### src/rtl/axi4_lite_pkg.sv
// Shared AXI4-Lite response codes and FSM state encodings for the register slave.
// Latency: none (type and constant definitions only).
// Backpressure: not applicable.
package axi4_lite_pkg;

  localparam logic [1:0] RESP_OKAY   = 2'b00;
  localparam logic [1:0] RESP_SLVERR = 2'b10;

  typedef enum logic [1:0] {
    W_IDLE   = 2'd0,
    W_COMMIT = 2'd1,
    W_RESP   = 2'd2
  } wr_state_e;

  typedef enum logic {
    R_IDLE = 1'b0,
    R_RESP = 1'b1
  } rd_state_e;

  // Map an address range check onto the AXI response code.
  function automatic logic [1:0] resp_for(input logic in_range);
    return in_range ? RESP_OKAY : RESP_SLVERR;
  endfunction

endpackage

### src/rtl/axi4_lite_strb_merge.sv
// Byte-lane merge: each lane takes the new write data where its strobe is set, else keeps the old word.
// Latency: combinational.
// Backpressure: none; pure function of its inputs.
module axi4_lite_strb_merge #(
  parameter int DW = 32
) (
  input  logic [DW-1:0]   old_i,
  input  logic [DW-1:0]   wdata_i,
  input  logic [DW/8-1:0] strb_i,
  output logic [DW-1:0]   merged_o
);

  // Lane-by-lane select between the stored word and the incoming data.
  always_comb begin
    merged_o = old_i;
    for (int b = 0; b < DW / 8; b++) begin
      if (strb_i[b]) merged_o[b*8 +: 8] = wdata_i[b*8 +: 8];
    end
  end

endmodule

### src/rtl/axi4_lite_slave_regs.sv
// AXI4-Lite slave exposing NREGS 32-bit read/write registers, with a commit strobe for side effects.
// Latency: read 1 cycle AR handshake -> RVALID; write 2 cycles last AW/W handshake -> BVALID.
// Backpressure: one write and one read outstanding; READY drops until BREADY/RREADY accept the response.
module axi4_lite_slave_regs
  import axi4_lite_pkg::*;
#(
  parameter int DW    = 32,
  parameter int AW    = 8,
  parameter int NREGS = 16
) (
  input  logic                       clk,
  input  logic                       resetn,
  input  logic [AW-1:0]              S_AXI_AWADDR,
  input  logic                       S_AXI_AWVALID,
  output logic                       S_AXI_AWREADY,
  input  logic [DW-1:0]              S_AXI_WDATA,
  input  logic [DW/8-1:0]            S_AXI_WSTRB,
  input  logic                       S_AXI_WVALID,
  output logic                       S_AXI_WREADY,
  output logic [1:0]                 S_AXI_BRESP,
  output logic                       S_AXI_BVALID,
  input  logic                       S_AXI_BREADY,
  input  logic [AW-1:0]              S_AXI_ARADDR,
  input  logic                       S_AXI_ARVALID,
  output logic                       S_AXI_ARREADY,
  output logic [DW-1:0]              S_AXI_RDATA,
  output logic [1:0]                 S_AXI_RRESP,
  output logic                       S_AXI_RVALID,
  input  logic                       S_AXI_RREADY,
  output logic [NREGS*DW-1:0]        REGS_OUT,
  output logic                       WR_STROBE,
  output logic [$clog2(NREGS)-1:0]   WR_INDEX
);

  localparam int IW = $clog2(NREGS);
  // One past the last valid byte address; the extra bit keeps the compare
  // correct when the register window fills the whole address space.
  localparam logic [AW:0] LIMIT = (AW+1)'(NREGS * 4);

  logic [NREGS-1:0][DW-1:0] regs_q;

  // Write channel state
  wr_state_e         wr_state_q;
  logic [AW-1:0]     awaddr_q;
  logic [DW-1:0]     wdata_q;
  logic [DW/8-1:0]   wstrb_q;
  logic              aw_got_q, w_got_q;
  logic              awready_q, wready_q;
  logic              bvalid_q;
  logic [1:0]        bresp_q;
  logic              wr_strobe_q;
  logic [IW-1:0]     wr_index_q;

  // Read channel state
  rd_state_e         rd_state_q;
  logic              arready_q;
  logic              rvalid_q;
  logic [1:0]        rresp_q;
  logic [DW-1:0]     rdata_q;

  logic              aw_hs, w_hs, ar_hs;
  logic              aw_got_d, w_got_d;
  logic [AW-1:0]     awaddr_d;
  logic              awaddr_d_in_range;
  logic              wr_in_range;
  logic              rd_in_range;
  logic [IW-1:0]     rd_idx;
  logic [DW-1:0]     merged;

  assign aw_hs = S_AXI_AWVALID && awready_q;
  assign w_hs  = S_AXI_WVALID && wready_q;
  assign ar_hs = S_AXI_ARVALID && arready_q;

  assign aw_got_d = aw_got_q | aw_hs;
  assign w_got_d  = w_got_q | w_hs;

  // The address may arrive in the same cycle the FSM leaves idle, so decode from the bypassed value.
  assign awaddr_d          = aw_hs ? S_AXI_AWADDR : awaddr_q;
  assign awaddr_d_in_range = ({1'b0, awaddr_d} < LIMIT);
  assign wr_in_range       = ({1'b0, awaddr_q} < LIMIT);

  assign rd_in_range = ({1'b0, S_AXI_ARADDR} < LIMIT);
  assign rd_idx      = S_AXI_ARADDR[IW+1:2];

  axi4_lite_strb_merge #(.DW(DW)) u_strb_merge (
    .old_i    (regs_q[wr_index_q]),
    .wdata_i  (wdata_q),
    .strb_i   (wstrb_q),
    .merged_o (merged)
  );

  // Write FSM: capture AW and W independently, commit for one cycle, then hold the response until BREADY.
  always_ff @(posedge clk or negedge resetn) begin
    if (!resetn) begin
      wr_state_q  <= W_IDLE;
      awaddr_q    <= '0;
      wdata_q     <= '0;
      wstrb_q     <= '0;
      aw_got_q    <= 1'b0;
      w_got_q     <= 1'b0;
      awready_q   <= 1'b0;
      wready_q    <= 1'b0;
      bvalid_q    <= 1'b0;
      bresp_q     <= RESP_OKAY;
      wr_strobe_q <= 1'b0;
      wr_index_q  <= '0;
    end else begin
      wr_strobe_q <= 1'b0;
      case (wr_state_q)
        W_IDLE: begin
          if (aw_hs) awaddr_q <= S_AXI_AWADDR;
          if (w_hs) begin
            wdata_q <= S_AXI_WDATA;
            wstrb_q <= S_AXI_WSTRB;
          end
          if (aw_got_d && w_got_d) begin
            wr_state_q  <= W_COMMIT;
            aw_got_q    <= 1'b0;
            w_got_q     <= 1'b0;
            awready_q   <= 1'b0;
            wready_q    <= 1'b0;
            wr_strobe_q <= awaddr_d_in_range;
            wr_index_q  <= awaddr_d[IW+1:2];
          end else begin
            aw_got_q  <= aw_got_d;
            w_got_q   <= w_got_d;
            awready_q <= !aw_got_d;
            wready_q  <= !w_got_d;
          end
        end
        W_COMMIT: begin
          wr_state_q <= W_RESP;
          bvalid_q   <= 1'b1;
          bresp_q    <= resp_for(wr_in_range);
        end
        W_RESP: begin
          if (S_AXI_BREADY) begin
            wr_state_q <= W_IDLE;
            bvalid_q   <= 1'b0;
            bresp_q    <= RESP_OKAY;
            awready_q  <= 1'b1;
            wready_q   <= 1'b1;
          end
        end
        default: wr_state_q <= W_IDLE;
      endcase
    end
  end

  // Register file: the commit edge updates the strobed lanes; a read sampling the same edge sees the old word.
  always_ff @(posedge clk or negedge resetn) begin
    if (!resetn) begin
      regs_q <= '0;
    end else if (wr_state_q == W_COMMIT && wr_strobe_q) begin
      regs_q[wr_index_q] <= merged;
    end
  end

  // Read FSM: register data and response on the AR handshake, hold them until RREADY.
  always_ff @(posedge clk or negedge resetn) begin
    if (!resetn) begin
      rd_state_q <= R_IDLE;
      arready_q  <= 1'b0;
      rvalid_q   <= 1'b0;
      rresp_q    <= RESP_OKAY;
      rdata_q    <= '0;
    end else if (rd_state_q == R_IDLE) begin
      if (ar_hs) begin
        rd_state_q <= R_RESP;
        arready_q  <= 1'b0;
        rvalid_q   <= 1'b1;
        rresp_q    <= resp_for(rd_in_range);
        rdata_q    <= rd_in_range ? regs_q[rd_idx] : '0;
      end else begin
        arready_q  <= 1'b1;
      end
    end else begin
      if (S_AXI_RREADY) begin
        rd_state_q <= R_IDLE;
        arready_q  <= 1'b1;
        rvalid_q   <= 1'b0;
      end
    end
  end

  assign S_AXI_AWREADY = awready_q;
  assign S_AXI_WREADY  = wready_q;
  assign S_AXI_BVALID  = bvalid_q;
  assign S_AXI_BRESP   = bresp_q;
  assign S_AXI_ARREADY = arready_q;
  assign S_AXI_RVALID  = rvalid_q;
  assign S_AXI_RRESP   = rresp_q;
  assign S_AXI_RDATA   = rdata_q;
  assign REGS_OUT      = regs_q;
  assign WR_STROBE     = wr_strobe_q;
  assign WR_INDEX      = wr_index_q;

endmodule

### config.mk
export PLATFORM = sky130hd
export DESIGN_NAME = axi4_lite_slave_regs
export DESIGN_NICKNAME = d
export VERILOG_FILES = /design/src/rtl/axi4_lite_pkg.sv /design/src/rtl/axi4_lite_strb_merge.sv /design/src/rtl/axi4_lite_slave_regs.sv
export SDC_FILE = /design/constraint.sdc
export NUM_CORES = 1
export LEC_CHECK = 0
export ABC_AREA = 0
export CORE_MARGIN = 1.5
export CORE_UTILIZATION = 47
export CTS_CLUSTER_SIZE = 30
export DETAILED_ROUTE_END_ITERATION = 6
export MAX_ROUTING_LAYER = met4
export PLACE_DENSITY_LB_ADDON = 0.3
export SLEW_MARGIN = 5
export SYNTH_ARGS = -nofsm -noshare
export SYNTH_HDL_FRONTEND = slang
export SYNTH_HIERARCHICAL = 1
export SYNTH_SLANG_ARGS = --single-unit
### constraint.sdc
create_clock -name clk -period 2.8 [get_ports clk]
set_input_delay 0.42 -clock clk [delete_from_list [all_inputs] [get_ports clk]]
set_output_delay 0.42 -clock clk [all_outputs]
set_load 0.05 [all_outputs]
==> impl_metrics.tcl <==
set metrics [dict create \
    worst_path_max_delay_cell "mux4_1" \
    dpl-instance-area_um2 38800 \
    drt-met1-wl_um 43100 \
    status "finished clean" \
    crit_chain "buf_12 -> buf_12 -> mux4_1 -> mux4_2 -> mux2_4 -> mux2_1" \
    io_pins 617 \
    setup_total_negative_slack_ns 0 \
    finalWorstSetupSlack_ns 0.0721 \
    worst_slew_margin_rel_pct 43.6 \
    grt_setup_unrepaired "false" \
    globalRouteTotalUtil_pct 34.5 \
    cp_top_family "multiplexers" \
    die_area_um2 67600 \
    viasPerCell 6.41 \
    clk_path_buf_depth 3 \
    postLayoutCoreUtil_pct 62.9 \
    whs_ns 0.319 \
    dp_worst_setup_slack_ns 0.0688 \
    synth_edf_count 0 \
    drtIter0Drc 2125 \
    yosysSeqAreaShare_pct 48.6 \
    die_h_um 260 \
    synth_seq_cells 603 \
    dr.pass1.iters 5 \
    top_layer "met4" \
    synthArstFlopShare_pct 100 \
    swShare_pct 35.7 \
    hold_violations 0 \
    p_leak_nw 18.6 \
    worstPathMaxFanout 16 \
    fillers 4781 \
    fmax_mhz 367 \
    core-area_um2 65600 \
    die_w_um 260 \
    synth_top_area_cell "dfrtp_1" \
    wl_met2_um 54000 \
    crit_path_frequent_cell "buf_12" \
    place_congestion 0.933 \
    grt_pass1_wl_um 164000 \
    p_total_mw 30.3 \
    finalSetupViolCount 0 \
    critPathLaunch "WR_INDEX[0]" \
    worstPathRequired_ns 3.28 \
    netlist_instances 1948 \
    worstPathArrival_ns 3.21 \
    overflow 0 \
    intPower_mw 19.5 \
    wl_um 113000 \
    crit_type "reg2reg" \
    clk_latency_ns 0.61 \
    slew_violations 0 \
    max-cap-violations 0 \
    area_delta_synth_final_pct 32.9 \
    wl_met3_um 10400 \
    worstSetupStartpointType "flip-flop" \
    final_area_um2 41300 \
    netlist_top_cells_area "dfrtp_1 49%, mux2_2 21%, mux4_2 17%" \
    yosys_most_used_dff "dfrtp_1" \
    p_per_area_nw_per_um2 734 \
    yosys.area.top_type_share_pct 48.6 \
    syn_avg_cell_area_um2 15.9 \
    drive_gt1_share_pct 42.5 \
    grt_max_degree 89 \
    cts_tree "built" \
    cts_buffers 68 \
    tightest_slew_ns 0.845 \
    end_kind "flip-flop" \
    min_period_ns 2.73 \
    hold_class "in2reg" \
    antenna_left 0 \
    synth.cell_area_um2 31100 \
    p_switching_mw 10.8 \
    period_share_pct 97.4 \
    antenna_found_initial 4 \
    synth_cell_types 38 \
    drc 0 \
    finClkSkew_ns 0.0226 \
    r2r-start "WR_INDEX[0]" \
    vdd_drop_max_mv 0.526 \
    vias 22400 \
    routedWlPerCell_um 32.2 \
    power_frac_comb_pct 32.5 \
    port_buffers 610 \
    start_util_pct 47.3 \
    rows 94 \
    grt_pass1_vias 23200 \
    max_stage_delay_ns 0.57 \
    final_cells 3496 \
    synth_warnings 6 \
    path_clk_slew_ns 0.06 \
    dp_cells 3365 \
    crit_buf_inv 2 \
    clockRootBuffer "clkbuf_16" \
    seq_power_share_pct 35.7 \
    dp_hpwl_um 76100 \
    nets 2633 \
    p_clk_share_pct 31.8 \
    htreeDepth 3 \
    clock_sinks 603 \
    min_from "S_AXI_ARADDR[3]" \
]
## registers in the layout, indices dropped and copies added, names as in the netlist, 2 cells and up
register,cells
REGS_OUT,512
S_AXI_RDATA,32
wdata_q,32
awaddr_q,6
WR_INDEX,4
wstrb_q,4
wr_state_q,2
## power by group through the flow
stage | logic (mW) | registers (mW) | clock network [mW]
CTS | 9.71 | 10.8 | 9.74
floorplan | 5.12 | 12.0 | 0
finish | 9.86 | 10.8 | 9.63
detailed placement | 9.70 | 10.9 | 0
global placement | 9.50 | 10.9 | 0
global route | 10.3 | 10.9 | 10.1
## cell usage after synthesis (5+ instances only)
master    count
mux4_2      238
nand3_1      10
buf_2        64
clkbuf_1     66
buf_4        24
nand2b_1      5
o211ai_1     32
mux2i_1      68
mux2_1       17
mux2_2      569
buf_6        20
dfrtp_1     603
buf_1         8
nor3_1        5
a21oi_1       9
a22oi_1      56
nand2_1      55
nor2_1       16
nor2b_1       5
mux4_1       18
mux2_4       32
## per-layer routing
metal	up-vias	global-route usage [%]
met3	316	7.65
met1	11900	44.2
met5	-	-
met2	1348	53.1
met4	0	14.6
li1	8814	-
## layout by cell type, fill, tap and decap left out, types with 8 or more instances in the layout
master / count
a21oi_1: 9
a22oi_1: 56
buf_12: 44
buf_4: 83
bufinv_16: 10
clkbuf_1: 12
clkbuf_16: 70
clkbuf_8: 16
clkdlybuf4s50_1: 604
clkinv_2: 9
dfrtp_1: 599
mux2_1: 17
mux2_2: 569
mux2_4: 32
mux2i_1: 68
mux4_1: 15
mux4_2: 241
nand2_1: 49
nand3_1: 8
nor2_1: 16
o211ai_1: 32
## layout make-up
cell class	count	area, µm²	share of cell area [%]
Clock buffer	96	1980	4.79
Clock inverter	28	434	1.05
Tap cell	864	1080	2.62
Sequential cell	603	15100	36.6
Antenna cell	4	10.0	0.0243
Multi-Input combinational cell	1160	15000	36.3
Timing Repair Buffer	738	7660	18.6
Inverter	3	11.3	0.0273
## worst register-to-register path: stages, from the launching register on
cell and delay [ns]:
dfrtp_4 0.47, buf_12 0.19, buf_12 0.20, mux4_1 0.59, mux4_2 0.47, mux2_4 0.37
mux2_1 0.31
## logic make-up (layout without fill, tap and decap cells)
kind of cell	after synthesis	in the layout	share of synthesized area, %
buffers and inverters	186	865	3.33
flip-flops	603	603	48.6
multiplexers	942	942	43.8
AND/OR/NAND/NOR	114	114	1.91
AO/OA/AOI/OAI	102	102	2.38
other	1	6	0.0121
## worst paths after layout
kind	endpoint	slack, ns	cells after the start
worst max-delay path	REGS_OUT[143]	0.07	6
worst min-delay path	S_AXI_RDATA[1]	0.32	3
worst max register to register	REGS_OUT[143]	0.07	6
worst min register to register	S_AXI_RVALID	0.49	2
max in group asynchronous	REGS_OUT[43]	1.41	4
min in group asynchronous	awaddr_q[4]	0.47	2
## repair_timing
action                                 4_1_cts  5_1_grt
endpoints found under the hold margin       65        0
resized for setup                            1        1
setup endpoints to repair                    1        5
gates cloned                                 0        1
setup buffers                                0        1
hold buffers                                 1        0
(Power assumes the default switching activity.)
